--- src/rtl/fetch_ctrl.sv ---
// Instruction-fetch sequencer: owns the PC, runs a single-outstanding
// request/grant/response handshake to imem and presents words to decode.
//
// state  | meaning
// IDLE   | one cycle after reset release before the first request
// REQ    | request driven at pc, waiting for grant
// WAIT   | granted, waiting for rvalid (timeout counter running)
// OUT    | word held for decode until accepted or redirected
// ERR    | fetch timed out; terminal until reset
module fetch_ctrl #(
  parameter logic [31:0] RESET_PC    = 32'h0000_0000,
  parameter int          TIMEOUT_CYC = 16
) (
  input  logic        sclk_i,
  input  logic        srst_n_i,
  input  logic        redirect_i,
  input  logic [31:0] redirect_pc_i,
  output logic        imem_req_o,
  output logic [31:0] imem_addr_o,
  input  logic        imem_gnt_i,
  input  logic        imem_rvalid_i,
  input  logic [31:0] imem_rdata_i,
  output logic        inst_valid_o,
  output logic [31:0] inst_o,
  output logic [31:0] inst_pc_o,
  input  logic        inst_ready_i,
  output logic        fetch_err_o
);

  localparam logic [31:0] PC_RST  = RESET_PC & 32'hFFFF_FFFC;
  localparam logic [7:0]  TO_LAST = 8'(TIMEOUT_CYC - 1);

  typedef enum logic [2:0] {
    S_IDLE,
    S_REQ,
    S_WAIT,
    S_OUT,
    S_ERR
  } state_t;

  state_t      state_q;
  logic [31:0] pc_q;
  logic [7:0]  cnt_q;
  logic        kill_q;
  logic        valid_q;
  logic [31:0] inst_q;
  logic [31:0] ipc_q;
  logic        err_q;
  logic [31:0] tgt_pc_d;

  assign tgt_pc_d = redirect_pc_i & 32'hFFFF_FFFC;

  always_ff @(posedge sclk_i or negedge srst_n_i) begin
    if (!srst_n_i) begin
      state_q <= S_IDLE;
      pc_q    <= PC_RST;
      cnt_q   <= 8'd0;
      kill_q  <= 1'b0;
      valid_q <= 1'b0;
      inst_q  <= 32'd0;
      ipc_q   <= 32'd0;
      err_q   <= 1'b0;
    end else begin
      case (state_q)
        S_IDLE: begin
          if (redirect_i) pc_q <= tgt_pc_d;
          state_q <= S_REQ;
        end
        S_REQ: begin
          if (redirect_i) pc_q <= tgt_pc_d;
          if (imem_gnt_i) begin
            // a redirect in the grant cycle means the granted fetch is stale
            state_q <= S_WAIT;
            cnt_q   <= 8'd0;
            kill_q  <= redirect_i;
          end
        end
        S_WAIT: begin
          if (redirect_i) pc_q <= tgt_pc_d;
          if (imem_rvalid_i) begin
            kill_q <= 1'b0;
            if (kill_q || redirect_i) begin
              state_q <= S_REQ;
            end else begin
              inst_q  <= imem_rdata_i;
              ipc_q   <= pc_q;
              valid_q <= 1'b1;
              state_q <= S_OUT;
            end
          end else if (cnt_q == TO_LAST) begin
            err_q   <= 1'b1;
            kill_q  <= 1'b0;
            state_q <= S_ERR;
          end else begin
            cnt_q <= cnt_q + 8'd1;
            if (redirect_i) kill_q <= 1'b1;
          end
        end
        S_OUT: begin
          // redirect wins over ready: the held word is treated as not consumed
          if (redirect_i) begin
            pc_q    <= tgt_pc_d;
            valid_q <= 1'b0;
            state_q <= S_REQ;
          end else if (inst_ready_i) begin
            pc_q    <= pc_q + 32'd4;
            valid_q <= 1'b0;
            state_q <= S_REQ;
          end
        end
        S_ERR: begin
          valid_q <= 1'b0;
        end
        default: begin
          state_q <= S_IDLE;
        end
      endcase
    end
  end

  assign imem_req_o   = (state_q == S_REQ);
  assign imem_addr_o  = pc_q;
  assign inst_valid_o = valid_q;
  assign inst_o       = inst_q;
  assign inst_pc_o    = ipc_q;
  assign fetch_err_o  = err_q;

endmodule

--- config.mk ---
export PLATFORM = sky130hd
export DESIGN_NAME = fetch_ctrl
export DESIGN_NICKNAME = d
export VERILOG_FILES = /design/src/rtl/fetch_ctrl.sv
export SDC_FILE = /design/constraint.sdc
export NUM_CORES = 1
export LEC_CHECK = 0
export BUFFER_PORTS_ARGS = -buffer_cell sky130_fd_sc_hd__buf_2
export CORE_MARGIN = 5
export CORE_UTILIZATION = 40
export CTS_BUF_LIST = sky130_fd_sc_hd__clkbuf_8
export DETAILED_ROUTE_END_ITERATION = 8
export GPL_TIMING_DRIVEN = 0
export PLACE_DENSITY_LB_ADDON = 0.3
export SETUP_SLACK_MARGIN = 0.5
export SLEW_MARGIN = 10
export SYNTH_ARGS = -nofsm -noshare
export SYNTH_HDL_FRONTEND = slang
export SYNTH_SLANG_ARGS = --single-unit
--- constraint.sdc ---
create_clock -name sclk_i -period 2.2 [get_ports sclk_i]
set_clock_uncertainty 0.05 [all_clocks]
set_input_delay 0.33 -clock sclk_i [delete_from_list [all_inputs] [get_ports sclk_i]]
set_output_delay 0.33 -clock sclk_i [all_outputs]
set_load 0.05 [all_outputs]
==> flow_summary.json, run 1 <==
{
  "synth.cell_area_um2": 5200,
  "yosysTopAreaCell": "dfrtp_1",
  "cts_tree": "yes",
  "place_ws_ps": -13.3,
  "placed_cells": 825,
  "n_antenna_cell": 0,
  "die_w_um": 124,
  "cts_root_buf": "clkbuf_8",
  "end_kind": "register",
  "clock_power_share": 0.093,
  "synth.area.top_cells": "dfrtp_1 (51%), mux2_2 (10%), a21oi_1 (2.4%)",
  "antenna_left": 0,
  "gp_congestion": 0.918,
  "htree_levels": 3,
  "cts_buffer_depth": 2,
  "hpwl_mm": 11.7,
  "report.final.hold_viol_count": 0,
  "synth_top_cell_area_share": 0.510,
  "path_cells": "nand4_1 > buf_6 > or4_4 > o32ai_2 > nor3_1",
  "post_drt_via_cell_ratio": 5.85,
  "fmax_mhz": 530,
  "finalWirelength_mm": 18.9,
  "drv_cap": 0,
  "synth_edf_count": 0,
  "slowest_delay_ps": 620,
  "insertion_delay_ps": 410,
  "start_util": 0.410,
  "crit_buf_inv": 1,
  "avgRoutedWirePerCell_um": 20.7,
  "finalSetupViolations": 0,
  "tightest_slew_ps": 732,
  "p_switching_mw": 6.91,
  "vias": 5345,
  "critPathLaunchType": "register",
  "period_needed_ps": 1890,
  "critPathMaxFanout": 4,
  "grt_pass1_wl_mm": 25.6,
  "ys_ff_latch": 106,
  "avgSynthCellArea_um2": 10.7,
  "leakagePower_nw": 3.77,
  "multi_input_area_um2": 2980,
  "num-nets-final": 809,
  "drive_gt1_frac": 0.611,
  "fp.dieH_um": 124,
  "fp-row-count": 41,
  "yosys_most_used_dff": "dfrtp_1",
  "n_fill_cell": 957,
  "first_global_vias": 4941,
  "async_flop_share": 1.00,
  "worstHoldPathType": "in -> reg",
  "setup_tns_ps": 0,
  "dieArea_um2": 15400,
  "ir_worst_vdd_uv": 947,
  "cp.arrival_ps": 2120,
  "timing.final.ws_setup_ps": 314,
  "route.detailed.drc": 0,
  "cts_sinks": 106,
  "antenna_found_initial": 0,
  "critical_path_required_ps": 2440,
  "io_buffers": 162,
  "io-pin-count": 169,
  "swShare": 0.528,
  "synth_cells": 487,
  "grt_overflow": 0,
  "seq_power_share": 0.277,
  "first_pass_iters": 6,
  "status": "finished clean",
  "path_class": "reg -> reg",
  "cts_buffers": 9,
  "finish.utilization": 0.645,
  "track_usage": 0.217,
  "maxSlewHeadroom": 0.512,
  "crit_family": "simple AND/OR/NAND/NOR gates",
  "grt_setup_unrepaired": "yes",
  "p_per_area_nw_per_um2": 1600,
  "ff_latch_area_um2": 2690,
  "yosysSeqAreaShare": 0.510,
  "power.internal_mw": 6.17,
  "critical_path.slowest_cell": "or4_4",
  "clkTransAtPathRegs_ps": 120,
  "layoutNonFillerInstCount": 914,
  "fin_crit_sh": 0.857,
  "fin_hold_ws_ps": 97.4,
  "grt_start_max_net_pins": 84,
  "slew_viol_final": 0,
  "drt_iter0_markers": 603,
  "synth_warnings": 0,
  "p_comb_frac": 0.629,
  "syn_to_final_growth_pct": 57.3,
  "r2r_slack_ps": 310,
  "core_um2": 12700,
  "ys_types": 60
}
==> cells in the final DEF, fill, tap and decap left out, types with 6 or more instances in the layout <==
master	Yosys	layout
dfrtp_1	106	82
buf_8	0	7
a21oi_2	0	7
buf_6	1	29
buf_4	4	49
dfrtp_2	0	23
o21ai_1	0	7
mux2_2	48	48
buf_12	0	8
nor2_1	33	28
clkbuf_8	0	11
nand3_4	0	6
a211oi_1	10	6
and4_1	7	7
nand4_1	17	17
inv_1	12	11
mux2_4	0	11
o21ai_0	19	9
buf_2	7	161
nand3_1	21	12
clkbuf_16	0	8
nor3_1	13	6
nand2_1	26	17
nor4_1	12	7
a21oi_1	25	17
and3_1	7	7
==> power groups by stage <==
| stage | Clock (mW) | Sequential [mW] | Combinational [mW] |
|---|---|---|---|
| 2_1_floorplan | 0 | 6.41 | 1.86 |
| 3_3_place_gp | 0 | 3.61 | 6.22 |
| 3_5_place_dp | 0 | 3.67 | 6.28 |
| 4_1_cts | 1.25 | 3.56 | 7.04 |
| 5_1_grt | 1.34 | 3.74 | 8.56 |
| 6_report | 1.22 | 3.63 | 8.23 |
==> synth_stat cells (11+ instances only) <==
cell type  number
mux2_2         48
mux2_1         11
nor2_1         33
nor3_1         13
inv_1          12
o21ai_0        19
clkbuf_1       16
nand2_1        26
nor4_1         12
a21oi_1        25
nand4_1        17
nand3_1        21
dfrtp_1       106
==> metrics by stage <==
step | instance area, um2 | total power [mW]
after floorplan | 5340 | 8.27
after detailed placement | 6390 | 9.95
final | 8180 | 13.1
after global routing | 8180 | 13.6
after CTS | 7190 | 11.9
after global placement | 6360 | 9.83
==> registers in the layout, indices dropped and copies added (netlist names) <==
name,cells
state_q,3
imem_addr_o,30
inst_valid_o,1
kill_q,1
cnt_q,8
inst_pc_o,30
fetch_err_o,1
inst_o,32
==> cells by family (layout without fill, tap and decap cells) <==
| logic type | Yosys count | in the layout | share of synthesized area |
|---|---|---|---|
| xor+xnor | 3 | 3 | 0.00506 |
| compound gates | 105 | 105 | 0.138 |
| other cells | 1 | 4 | 0.000721 |
| fa+ha+maj | 2 | 2 | 0.00481 |
| simple gates | 164 | 164 | 0.174 |
| mux | 59 | 59 | 0.128 |
| buf+inv | 47 | 299 | 0.0400 |
| flops | 106 | 106 | 0.510 |
==> what timing repair did <==
action                                  CTS  global route
pin swaps                                13            42
gates cloned                              0             7
hold endpoints to repair                 23             0
gates resized for setup                  68           171
hold buffers                              1             0
endpoints found under the setup margin   97           109
setup buffers                            42            23
==> layout make-up <==
cell class                 instances  share of cell area
multi-input combinational        337               0.365
sequential                       106               0.328
timing repair buffer             236               0.199
buffer                            35              0.0517
tap                              172              0.0263
clock buffer                      11              0.0185
inverter                          12             0.00597
clock inverter                     5             0.00551
==> path summary, 6_finish.rpt <==
check,end,cells past startpoint,startpoint
worst max-delay path,imem_addr_o[16]$_DFFE_PN0P_,5,imem_addr_o[10]$_DFFE_PN0P_
max in group asynchronous,imem_addr_o[18]$_DFFE_PN0P_,3,srst_n_i
worst max register to register,imem_addr_o[16]$_DFFE_PN0P_,5,imem_addr_o[10]$_DFFE_PN0P_
worst min register to register,fetch_err_o$_DFFE_PN0P_,1,fetch_err_o$_DFFE_PN0P_
min in group asynchronous,inst_o[29]$_DFFE_PN0P_,2,srst_n_i
worst min-delay path,inst_o[23]$_DFFE_PN0P_,2,imem_rdata_i[23]
==> metal layers <==
layer,up-vias,share of wire,global-route usage
met4,0,0.047,0.109
li1,2337,-,-
met5,-,0,0
met3,77,0.089,0.0332
met1,2608,0.37,0.284
met2,323,0.49,0.352
(Power assumes the default switching activity.)
==> inputs of run 2 (changes only) <==
==> constraint.sdc (replaced) <==
create_clock -name sclk_i -period 2.2 [get_ports sclk_i]
set_clock_uncertainty 0.05 [all_clocks]
set_input_delay 0.11 -clock sclk_i [delete_from_list [all_inputs] [get_ports sclk_i]]
set_output_delay 0.11 -clock sclk_i [all_outputs]
set_load 0.05 [all_outputs]
==> run 2 against run 1 <==
Effect of this change:
- the run now ends with hold timing left
- first-iteration DRC count rose by 23%
- via count rose by 6.4%
- combinational power rose by 1%
- register-to-register slack barely moved
- clock power barely moved
- critical path depth did not move
- worst setup slack got worse by 6.9 ps
- total power rose by 0.68%
- sequential cell count did not move
- critical endpoint unchanged
- largest cell class unchanged
==> flow_summary.json, run 2 (synthesis results as in run 1) <==
{
  "status": "finished with violations",
  "failed_checks": "hold timing",
  "htree_levels": 3,
  "fin_crit_sh": 0.861,
  "power.internal_mw": 6.19,
  "maxSlewHeadroom": 0.554,
  "grt_pass1_wl_mm": 26.8,
  "drive_gt1_frac": 0.579,
  "rr_worst_depth": 5,
  "leakagePower_nw": 3.96,
  "clkTransAtPathRegs_ps": 110,
  "fp.dieH_um": 124,
  "seq_power_share": 0.275,
  "critical_path_required_ps": 2440,
  "ir_worst_vdd_uv": 833,
  "cts_root_buf": "clkbuf_8",
  "cp.arrival_ps": 2130,
  "antenna_found_initial": 0,
  "grt_start_max_net_pins": 84,
  "finalSetupViolations": 0,
  "slew_viol_final": 0,
  "fp-row-count": 41,
  "path_class": "reg -> reg",
  "syn_to_final_growth_pct": 65.7,
  "track_usage": 0.227,
  "top_usage_layer": "met2",
  "route.detailed.drc": 0,
  "core_um2": 12700,
  "layout_common_cells": "buf_2 (165), dfrtp_1 (82), buf_4 (67), dlygate4sd3_1 (56), mux2_2 (48)",
  "met3_usage": 0.0363,
  "r2r_slack_ps": 310,
  "critPathMaxFanout": 4,
  "cts_sinks": 106,
  "io_buffers": 162,
  "post_drt_via_cell_ratio": 5.85,
  "swShare": 0.530,
  "critical_path.slowest_cell": "or4_4",
  "clock_power_share": 0.093,
  "grtUsageMet1": 0.283,
  "p_switching_mw": 6.97,
  "grt_use_met2": 0.386,
  "holdPathEnd": "imem_addr_o[23]$_DFFE_PN0P_",
  "end_kind": "register",
  "hold_depth": 3,
  "first_global_vias": 5260,
  "num-nets-final": 868,
  "cts_buffers": 9,
  "cts_buffer_depth": 2,
  "cp.depth": 5,
  "vias": 5688,
  "timing.final.ws_setup_ps": 307,
  "timing.rr.start": "imem_addr_o[2]$_DFFE_PN0P_",
  "slowest_delay_ps": 640,
  "tightest_slew_ps": 669,
  "first_pass_iters": 6,
  "gp_congestion": 0.918,
  "insertion_delay_ps": 400,
  "final_common_cell": "buf_2",
  "r2r-end": "imem_addr_o[16]$_DFFE_PN0P_",
  "antenna_left": 0,
  "report.final.hold_viol_count": 1,
  "start_util": 0.410,
  "fin_hold_ws_ps": -14.5,
  "fmax_mhz": 528,
  "path_cells": "ha_4 > nand3_4 > or4_4 > o32ai_2 > nor3_1",
  "crit_buf_inv": 0,
  "hpwl_mm": 11.7,
  "dieArea_um2": 15400,
  "drv_cap": 0,
  "grt_overflow": 0,
  "drt_iter0_markers": 742,
  "crit_family": "simple AND/OR/NAND/NOR gates",
  "io-pin-count": 169,
  "grt_setup_unrepaired": "yes",
  "place_ws_ps": -13.3,
  "largest_reg_flops": 32,
  "cts_tree": "yes",
  "worstHoldPathType": "in -> reg",
  "period_needed_ps": 1890,
  "p_comb_frac": 0.633,
  "finalWirelength_mm": 20.3,
  "critPathLaunchType": "register",
  "avgRoutedWirePerCell_um": 20.8,
  "hold_start": "redirect_pc_i[23]",
  "die_w_um": 124,
  "p_per_area_nw_per_um2": 1530,
  "n_antenna_cell": 0
}
run 2: cell count changes in the layout (fill, tap and decap cells not counted), sizes merged:
| cell | previous run | this run |
|---|---|---|
| clkinvlp | 2 | 1 |
| clkbuf | 26 | 21 |
| dlygate4sd3 | 1 | 56 |
| buf | 255 | 264 |
| inv | 14 | 15 |
run 2: power groups by stage:
stage	Combinational [mW]	Sequential (mW)	Clock (mW)
4_1_cts	7.12	3.56	1.25
2_1_floorplan	1.86	6.41	0
3_3_place_gp	6.22	3.61	0
5_1_grt	8.65	3.72	1.34
6_report	8.33	3.61	1.22
3_5_place_dp	6.28	3.67	0
run 2: worst min-delay path: stages:
cell	delay, ps
buf_2	80
o32ai_1	80
nor3_2	110
run 2: worst max-delay path by stage:
| stage | endpoint | from |
|---|---|---|
| 2_1_floorplan | imem_addr_o[15]$_DFFE_PN0P_ | imem_addr_o[9]$_DFFE_PN0P_ |
| 6_report | imem_addr_o[16]$_DFFE_PN0P_ | imem_addr_o[2]$_DFFE_PN0P_ |
| 3_3_place_gp | imem_addr_o[2]$_DFFE_PN0P_ | srst_n_i |
| 4_1_cts | cnt_q[7]$_DFFE_PN0P_ | state_q[2]$_DFFE_PN0P_ |
| 5_1_grt | inst_o[27]$_DFFE_PN0P_ | state_q[0]$_DFFE_PN0P_ |
| 3_5_place_dp | imem_addr_o[6]$_DFFE_PN0P_ | state_q[1]$_DFFE_PN0P_ |
run 2: timing repair:
item / CTS / global route
resized for setup: 68 / 147
hold endpoints to repair: 161 / 0
setup buffers: 40 / 29
setup endpoints to repair: 97 / 107
pin swaps: 12 / 42
cloned: 0 / 7
hold buffers: 56 / 0
run 2: final cells by class:
class,count,area (um2)
plain buffers,35,354
clock buffers,11,151
clock inverters,5,45.0
fillers,898,4060
inverters,12,45.0
multi-input cells,337,2970
flip-flops and latches,106,2690
well taps,172,215
repair buffers,295,2150
run 2: routing by layer:
| layer | vias up | part of all wire |
|---|---|---|
| met5 | - | 0 |
| met4 | 0 | 0.050 |
| met2 | 426 | 0.49 |
| met3 | 119 | 0.091 |
| met1 | 2700 | 0.37 |
| li1 | 2443 | - |
run 2: metrics by stage:
stage	instance area (um2)	TNS, ps	std cells	utilization	power, mW
CTS	7710	0	937	0.608	11.9
global route	8620	0	973	0.680	13.7
floorplan	5340	0	490	-	8.27
global placement	6360	-22690	824	0.502	9.83
detailed placement	6390	-13.3	825	0.505	9.95
finish	8620	0	973	0.680	13.2
